### src/rtl/wrr_pkt_arbiter_if.sv
// wrr_pkt_arbiter_if: request/grant handshake between requesters and the packet arbiter
interface wrr_pkt_arbiter_if #(
  parameter int ARB_NUM = 8
);
  localparam int IW = $clog2(ARB_NUM);
  logic [ARB_NUM-1:0] req;
  logic [ARB_NUM-1:0] req_eop;
  logic               ready;
  logic [ARB_NUM-1:0] gnt;
  logic               gnt_vld;
  logic [IW-1:0]      gnt_idx;
  modport master (output req, req_eop, ready, input gnt, gnt_vld, gnt_idx);
  modport slave (input req, req_eop, ready, output gnt, gnt_vld, gnt_idx);
endinterface

### src/rtl/wrr_pkt_arbiter.sv
// wrr_pkt_arbiter: packet-locked weighted round-robin arbiter, one credit charged per packet
module wrr_pkt_arbiter #(
  parameter int ARB_NUM  = 8,
  parameter int WEIGHT_W = 4
) (
  input  logic                clk,
  input  logic                rst,
  wrr_pkt_arbiter_if.slave    bus,
  input  logic [WEIGHT_W-1:0] weight_i [ARB_NUM],
  input  logic                weight_load_i,
  output logic                refill_o
);
  localparam int IW = $clog2(ARB_NUM);
  typedef enum logic [1:0] {IDLE, LOCK, REFILL} state_e;
  state_e              state_q, state_d;
  logic [ARB_NUM-1:0]  gnt_q, gnt_d, elig;
  logic [IW-1:0]       idx_q, idx_d, ptr_q, ptr_d, win;
  logic                found, acc;
  logic [WEIGHT_W-1:0] init_q [ARB_NUM];
  logic [WEIGHT_W-1:0] init_d [ARB_NUM];
  logic [WEIGHT_W-1:0] cred_q [ARB_NUM];
  logic [WEIGHT_W-1:0] cred_d [ARB_NUM];
  always_comb begin
    for (int i = 0; i < ARB_NUM; i++) elig[i] = bus.req[i] & (cred_q[i] != '0);
  end
  // first eligible requester at or after the pointer, wrapping
  always_comb begin
    win = '0;
    found = 1'b0;
    for (int k = 0; k < ARB_NUM; k++) begin
      if (!found && elig[(int'(ptr_q) + k) % ARB_NUM]) begin
        found = 1'b1;
        win = IW'((int'(ptr_q) + k) % ARB_NUM);
      end
    end
  end
  always_comb begin
    state_d = state_q;
    gnt_d = gnt_q;
    idx_d = idx_q;
    ptr_d = ptr_q;
    init_d = init_q;
    cred_d = cred_q;
    acc = bus.req[idx_q] & bus.ready & bus.req_eop[idx_q];
    if (state_q == IDLE) begin
      if (found) begin
        gnt_d = {{(ARB_NUM-1){1'b0}}, 1'b1} << win;
        idx_d = win;
        state_d = LOCK;
      end else if (|bus.req) begin
        state_d = REFILL;
      end
    end else if (state_q == LOCK) begin
      if (acc) begin
        cred_d[idx_q] = (cred_q[idx_q] == '0) ? '0 : cred_q[idx_q] - 1'b1;
        ptr_d = (idx_q == IW'(ARB_NUM-1)) ? '0 : idx_q + 1'b1;
        gnt_d = '0;
        idx_d = '0;
        state_d = IDLE;
      end
    end else begin
      cred_d = init_q;
      state_d = IDLE;
    end
    if (weight_load_i) begin
      init_d = weight_i;
      cred_d = weight_i;
    end
  end
  always_ff @(posedge clk) begin
    if (rst) begin
      state_q <= IDLE;
      gnt_q <= '0;
      idx_q <= '0;
      ptr_q <= '0;
      for (int i = 0; i < ARB_NUM; i++) begin
        init_q[i] <= WEIGHT_W'(1);
        cred_q[i] <= WEIGHT_W'(1);
      end
    end else begin
      state_q <= state_d;
      gnt_q <= gnt_d;
      idx_q <= idx_d;
      ptr_q <= ptr_d;
      init_q <= init_d;
      cred_q <= cred_d;
    end
  end
  assign bus.gnt = gnt_q;
  assign bus.gnt_vld = |gnt_q;
  assign bus.gnt_idx = idx_q;
  assign refill_o = (state_q == REFILL);
endmodule

### src/flat_wrapper.sv
// flat-port wrapper written by rule: the top's interface ports become plain ports
module wrr_pkt_arbiter_flat 
#(
  parameter int ARB_NUM  = 8,
  parameter int WEIGHT_W = 4
)
  (clk, rst, weight_i, weight_load_i, refill_o, bus_req, bus_req_eop, bus_ready, bus_gnt, bus_gnt_vld, bus_gnt_idx);
  wrr_pkt_arbiter_if #(.ARB_NUM(ARB_NUM)) bus_i ();
  input  logic clk;
  input  logic rst;
  input  logic [WEIGHT_W-1:0] weight_i[ARB_NUM];
  input  logic weight_load_i;
  output logic refill_o;
  input wire logic [$bits(bus_i.req)-1:0] bus_req;
  input wire logic [$bits(bus_i.req_eop)-1:0] bus_req_eop;
  input wire logic [$bits(bus_i.ready)-1:0] bus_ready;
  output wire logic [$bits(bus_i.gnt)-1:0] bus_gnt;
  output wire logic [$bits(bus_i.gnt_vld)-1:0] bus_gnt_vld;
  output wire logic [$bits(bus_i.gnt_idx)-1:0] bus_gnt_idx;
  assign bus_i.req = bus_req;
  assign bus_i.req_eop = bus_req_eop;
  assign bus_i.ready = bus_ready;
  assign bus_gnt = bus_i.gnt;
  assign bus_gnt_vld = bus_i.gnt_vld;
  assign bus_gnt_idx = bus_i.gnt_idx;
  wrr_pkt_arbiter #(.ARB_NUM(ARB_NUM), .WEIGHT_W(WEIGHT_W)) u_core (.clk(clk), .rst(rst), .bus(bus_i), .weight_i(weight_i), .weight_load_i(weight_load_i), .refill_o(refill_o));
endmodule
### config.mk
export PLATFORM = sky130hd
export DESIGN_NAME = wrr_pkt_arbiter_flat
export DESIGN_NICKNAME = d
export VERILOG_FILES = /design/src/rtl/wrr_pkt_arbiter_if.sv /design/src/rtl/wrr_pkt_arbiter.sv /design/src/flat_wrapper.sv
export SDC_FILE = /design/constraint.sdc
export NUM_CORES = 1
export LEC_CHECK = 0
export CAP_MARGIN = 20
export CORE_ASPECT_RATIO = 2
export CORE_MARGIN = 1
export CORE_UTILIZATION = 45
export DETAILED_ROUTE_END_ITERATION = 7
export PLACE_DENSITY = 0.64
export SKIP_CTS_REPAIR_TIMING = 1
export SKIP_LAST_GASP = 1
export SYNTH_ARGS = -nofsm -noshare
export SYNTH_HDL_FRONTEND = slang
export SYNTH_SLANG_ARGS = --single-unit
### constraint.sdc
create_clock -name clk -period 8.7 [get_ports clk]
set_clock_uncertainty 0.15 [all_clocks]
set_input_delay 1.74 -clock clk [delete_from_list [all_inputs] [get_ports clk]]
set_output_delay 1.74 -clock clk [all_outputs]
set_load 0.005 [all_outputs]
### After elaboration in Yosys (flattened, before gate mapping)

Index checks and enable logic that the tools add are counted.

| operators by class | value |
|---|---|
| bitwise operators | 19 |
| muxes and demuxes | 68 |
| shift operators | 1 |
| magnitude comparators | 11 |
| eq/ne operators | 8 |
| reduce and logical (&&, ||, !) cells | 40 |
| $add $sub $neg | 9 |

Operator list:

| operator | count |
|---|---|
| $mux W32 | 4 |
| $mux W3 | 13 |
| $lt A4 B5 Y1 const B | 7 |
| $bwmux W32 | 1 |
| $mux W8 | 4 |
| $reduce_bool A4 Y1 | 8 |
| $bmux W1 S3 | 10 |
| $mux W1 | 25 |
| $reduce_or A3 Y1 | 7 |
| $mux W4 | 4 |
| $reduce_or A8 Y1 | 2 |
| $add A3 B3 Y3 const B | 4 |
| $bmux W4 S3 | 1 |
| $demux W4 S3 | 1 |
| $and A1 B1 Y1 | 10 |
| $mux W2 | 5 |
| $logic_and A1 B1 Y1 | 8 |
| $lt A3 B4 Y1 const B | 2 |
| $shl A1 B3 Y8 const A | 1 |
| $and A1 B1 Y1 const A | 7 |
| $logic_not A1 Y1 | 7 |
| $add A3 B1 Y3 const B | 2 |
| $add A3 B2 Y3 const B | 2 |
| $ne A3 B2 Y1 const B | 2 |
| 16 further kinds | 19 |

| storage, ports and cells | value |
|---|---|
| bits of input ports | 52 |
| word-level logic and storage cells | 176 |
| bits in registers | 80 |

### Depth between registers and ports, before layout

| depth | value |
|---|---|
| depth in word-level cells | 29 |
| mapped depth | 14 |
| mapped depth without buffers | 11 |

### Least setup slack after synthesis

Ideal clock, no wire load.

| path | value |
|---|---|
| path kind | input-to-reg |
| start point | input port bus_req[2] |
| end point | register u_core.gnt_q[3], in the netlist u_core.bus.gnt[3] |
| arrival | 3.808 ns |
| setup time | 0.117 ns |
| slack | 4.624 ns |
| buffers on the path | 0 |
| stages | 9 |
| data required time | 8.433 ns |
| cell sequence | o41ai_4 > mux2_2 > mux4_2 > o211ai_1 > nor4_2 > or2_2 > o32ai_1 > nor3_1 > a32o_1 |

| on the way | value |
|---|---|
| cells in the longest elaborated chain, start to end | 28 |
| elaborated cells on any way between the ends | 64 |
| those cells by class | 1 x eq/ne; 1 x shift; 43 x mux; 3 x bitwise; 16 x reduce/logical |

Ends and longest elaborated chain:

| what | line | text |
|---|---|---|
| from (decl) | flat_wrapper.sv:14 | `input wire logic [$bits(bus_i.req)-1:0] bus_req;` |
| $and A1 B1 Y1 | wrr_pkt_arbiter.sv:24 | `for (int i = 0; i < ARB_NUM; i++) elig[i] = bus.req[i] & (cred_q[i] != '0);` |
| $bmux W1 S3 | wrr_pkt_arbiter.sv:31 | `if (!found && elig[(int'(ptr_q) + k) % ARB_NUM]) begin` |
| $mux W1 (implied by the code) | wrr_pkt_arbiter.sv:31 |  |
| $mux W1 | wrr_pkt_arbiter.sv:31 |  |
| $logic_not A1 Y1 | wrr_pkt_arbiter.sv:31 |  |
| $logic_and A1 B1 Y1 | wrr_pkt_arbiter.sv:31 |  |
| $mux W1 | wrr_pkt_arbiter.sv:31 |  |
| $logic_not A1 Y1 | wrr_pkt_arbiter.sv:31 |  |
| [12 not listed] | - |  |
| $logic_and A1 B1 Y1 | wrr_pkt_arbiter.sv:31 |  |
| $mux W1 | wrr_pkt_arbiter.sv:31 |  |
| $logic_not A1 Y1 | wrr_pkt_arbiter.sv:31 |  |
| $logic_and A1 B1 Y1 | wrr_pkt_arbiter.sv:31 |  |
| $mux W3 | wrr_pkt_arbiter.sv:31 |  |
| $shl A1 B3 Y8 | wrr_pkt_arbiter.sv:47 | `gnt_d = {{(ARB_NUM-1){1'b0}}, 1'b1} << win;` |
| $mux W8 | wrr_pkt_arbiter.sv:46 | `if (found) begin` |
| $mux W8 | wrr_pkt_arbiter.sv:45 | `if (state_q == IDLE) begin` |
| to (signal assigned) | wrr_pkt_arbiter.sv:82 | `gnt_q <= gnt_d;` |
| to (decl) | wrr_pkt_arbiter.sv:16 | `logic [ARB_NUM-1:0] gnt_q, gnt_d, elig;` |

Parallel ways exist; a longest one is shown, timed or not. The select of a mux whose other input is x is not followed.
A chain may end at the register's enable or synchronous reset.

### Worst setup path after layout

| path | value |
|---|---|
| start point | register u_core.ptr_q[0] |
| end point | register u_core.gnt_q[3], in the netlist u_core.bus.gnt[3] |

| on the way | value |
|---|---|
| cells in the longest elaborated chain, start to end | 27 |
| elaborated cells on any way between the ends | 65 |
| those cells by class | 7 x add/sub; 1 x eq/ne; 1 x shift; 41 x mux; 15 x reduce/logical |

Ends and longest elaborated chain:

| what | line | text |
|---|---|---|
| from (decl) | wrr_pkt_arbiter.sv:17 | `logic [IW-1:0] idx_q, idx_d, ptr_q, ptr_d, win;` |
| from (signal assigned) | wrr_pkt_arbiter.sv:84 | `ptr_q <= ptr_d;` |
| $add A3 B1 Y3 / $bmux W1 S3 (equally long branches) | wrr_pkt_arbiter.sv:31, wrr_pkt_arbiter.sv:33 |  |
| $bmux W1 S3 / $mux W1 (equally long branches) | wrr_pkt_arbiter.sv:31 |  |
| $mux W1 (implied by the code) | wrr_pkt_arbiter.sv:31 |  |
| $mux W1 (implied by the code) / $logic_not A1 Y1 (equally long branches) | wrr_pkt_arbiter.sv:31 |  |
| $logic_and A1 B1 Y1 | wrr_pkt_arbiter.sv:31 |  |
| $mux W1 | wrr_pkt_arbiter.sv:31 |  |
| $logic_not A1 Y1 | wrr_pkt_arbiter.sv:31 |  |
| $logic_and A1 B1 Y1 | wrr_pkt_arbiter.sv:31 |  |
| [11 not listed] | - |  |
| $logic_and A1 B1 Y1 | wrr_pkt_arbiter.sv:31 |  |
| $mux W1 | wrr_pkt_arbiter.sv:31 |  |
| $logic_not A1 Y1 | wrr_pkt_arbiter.sv:31 |  |
| $logic_and A1 B1 Y1 | wrr_pkt_arbiter.sv:31 |  |
| $mux W3 | wrr_pkt_arbiter.sv:31 |  |
| $shl A1 B3 Y8 | wrr_pkt_arbiter.sv:47 |  |
| $mux W8 | wrr_pkt_arbiter.sv:46 |  |
| $mux W8 | wrr_pkt_arbiter.sv:45 |  |

Parallel ways exist; a longest one is shown, timed or not. The select of a mux whose other input is x is not followed.

==> impl_metrics.env <==
export IMPL_status="finished clean"
export IMPL_grt_overflow=0
export IMPL_required_ns=8.78
export IMPL_hp_class="reg -> reg"
export IMPL_synth_seq_area_share=0.317
export IMPL_cp_end_kind="register"
export IMPL_vdd_drop_max_uv=148
export IMPL_syn_num_nets=621
export IMPL_ys_async_sr_fraction=0
export IMPL_nFillCells=1060
export IMPL_post_route_period_util=0.582
export IMPL_multi_input_area_um2=3250
export IMPL_synth_area_um2=5050
export IMPL_slowest_delay_ns=0.89
export IMPL_synth_most_common_cell="nor2_1"
export IMPL_grt_pass1_wl_um=27500
export IMPL_antenna_diode_count=0
export IMPL_cp_cell_sequence="inv_2 > ha_1 > inv_1 > mux2_2 > mux4_2 > o211ai_1 > nor4_2 > or2_2 > o32ai_1 > nor3_1 > a32o_1"
export IMPL_worstMarginPinSlew_ns=1.02
export IMPL_avgRoutedWirePerCell_um=23.9
export IMPL_synthCells=565
export IMPL_p_per_area_nw_per_um2=196
export IMPL_ys_ff_latch=80
export IMPL_path_class="reg -> reg"
export IMPL_insertion_delay_ns=0.34
export IMPL_clk_path_buf_depth=2
export IMPL_crit_buf_inv=2
export IMPL_rows=54
export IMPL_synth_cell_types=65
export IMPL_power_leakage_uw=0.00223
export IMPL_antenna_found_initial=0
export IMPL_yosys_area_top_type="dfxtp_1"
export IMPL_drc=0
export IMPL_start_kind="register"
export IMPL_slew_headroom=0.313
export IMPL_htree_levels=3
export IMPL_clock_sinks=80
export IMPL_maxCapViolCount=0
export IMPL_fin_crit_ns=5.07
export IMPL_initialDrtViolationCount=391
export IMPL_dieArea_um2=11700
export IMPL_wirelength_um=17900
export IMPL_gp_congestion=0.877
export IMPL_slowest_stage="dfxtp_1"
export IMPL_initial_utilization=0.462
export IMPL_fin_util=0.555
export IMPL_die_w_um=76.9
export IMPL_cp_max_fo=21
export IMPL_coreArea_um2=10900
export IMPL_hpwl_um=13600
export IMPL_grt_max_degree=76
export IMPL_power_uw=1190
export IMPL_arrival_ns=5.15
export IMPL_netlist_top_cells_area="dfxtp_1 (32%), mux2i_1 (8.3%), mux4_2 (6.7%)"
export IMPL_rsz0062_at_grt="false"
export IMPL_portBuffers=64
export IMPL_synth_common_cells="nor2_1 (85), dfxtp_1 (80), mux2i_1 (42), nand2_1 (37), clkbuf_1 (34)"
export IMPL_drive_above_1_share=0.110
export IMPL_area_growth_pct=20.3
export IMPL_synth_top_area_frac=0.317
export IMPL_postSynthAreaPerCell_um2=8.94
export IMPL_die_h_um=152
export IMPL_fin_tns_setup_ns=0
export IMPL_num_vias=4931
export IMPL_setup_viol=0
export IMPL_nets=662
export IMPL_firstDrtPassIters=7
export IMPL_yosys_warnings=0
export IMPL_synthFlopType="dfxtp_1"
export IMPL_grt_usage=0.313
export IMPL_antenna_left=0
export IMPL_seqCellArea_um2=1600
export IMPL_hold_violations=0
export IMPL_ios=65
export IMPL_path_delay_family="multiplexers"
export IMPL_tritoncts="done"
export IMPL_via_per_inst=6.57
export IMPL_clk_pin_slew_ns=0.07
export IMPL_synth_edff_count=0
export IMPL_grt_pass1_vias=4864
export IMPL_r2r_setup_slack_ns=3.63
export IMPL_cts_root_buf="clkbuf_16"
export IMPL_cts_buffers=9
export IMPL_maxSlewViolCount=0
export IMPL_timing_fmax_ghz=0.197
## power breakdown
group / switching (uW) / internal, uW / total, uW / leakage, uW
Clock: 177 / 233 / 410 / 0.000159
Sequential: 36.2 / 397 / 433 / 0.000660
Combinational: 203 / 143 / 346 / 0.00141
Total: 416 / 773 / 1190 / 0.00223
## cell type report
cell class	instances	area share
Clock inverter	7	0.0161
Sequential cell	80	0.263
Timing Repair Buffer	71	0.112
Tap cell	140	0.0288
Clock buffer	9	0.0371
Multi-Input combinational cell	433	0.535
Inverter	11	0.00679
## worst paths after layout
path                             startpoint                              to  cells after the start
max reg2reg    u_core.ptr_q[0]$_SDFFE_PP0P_  u_core.bus.gnt[3]$_SDFFE_PP0P_                     11
min          u_core.init_q[16]$_SDFFE_PP1P_  u_core.init_q[16]$_SDFFE_PP1P_                      2
max            u_core.ptr_q[0]$_SDFFE_PP0P_  u_core.bus.gnt[3]$_SDFFE_PP0P_                     11
min reg2reg  u_core.init_q[16]$_SDFFE_PP1P_  u_core.init_q[16]$_SDFFE_PP1P_                      2
## tightest hold or removal path: cells and delay by family, from the launching register on
kind	cells	cell delay [ns]
compound gates	1	0.06
flops	1	0.31
buf+inv	1	0.04
## metrics by stage
stage	cells	worst slack, ns	hold slack (ns)	instance area, um2
global placement	735	3.60	0.291	5760
CTS	751	3.67	0.315	6080
detailed placement	735	3.56	0.305	5760
finish	751	3.63	0.313	6080
floorplan	565	4.62	0.280	5050
global route	751	3.36	0.339	6080
## cells in the final DEF, fill, tap and decap left out, types with 7 or more instances in the layout
cell / synthesis / final
nor2_1: 85 / 84
dfxtp_1: 80 / 80
clkdlybuf4s50_1: 0 / 62
mux2i_1: 42 / 42
nand2_1: 37 / 37
a222oi_1: 32 / 32
a211oi_1: 26 / 26
a21oi_1: 20 / 20
o21ai_0: 17 / 17
nand2b_1: 16 / 16
mux4_2: 15 / 15
nor4_1: 11 / 11
nor2b_1: 11 / 11
inv_1: 9 / 9
clkbuf_16: 0 / 9
nor3_1: 7 / 7
mux2_2: 7 / 7
o22ai_1: 7 / 7
buf_4: 0 / 7
## state kept, by name (all words and copies together), names as in the netlist
name	cells
u_core.init_q	32
u_core.bus.gnt	8
u_core.bus.gnt_idx	3
u_core.ptr_q	3
u_core.cred_q	32
u_core.state_q	2
## metal layers
metal	part of all wire	GRT usage
met1	0.33	0.296
met2	0.55	0.584
met4	0.083	0.254
met3	0.032	0.0402
met5	0	0
## logic make-up after synthesis
kind of cell / count (synthesis) / synth area share
AO/OA/AOI/OAI: 159 / 0.269
XOR/XNOR: 3 / 0.00520
adder cells (fa/ha/maj): 4 / 0.00990
buffers and inverters: 52 / 0.0396
flip-flops: 80 / 0.317
multiplexers: 65 / 0.168
AND/OR/NAND/NOR: 202 / 0.192
Note: power is estimated with default switching activity, not from simulation.
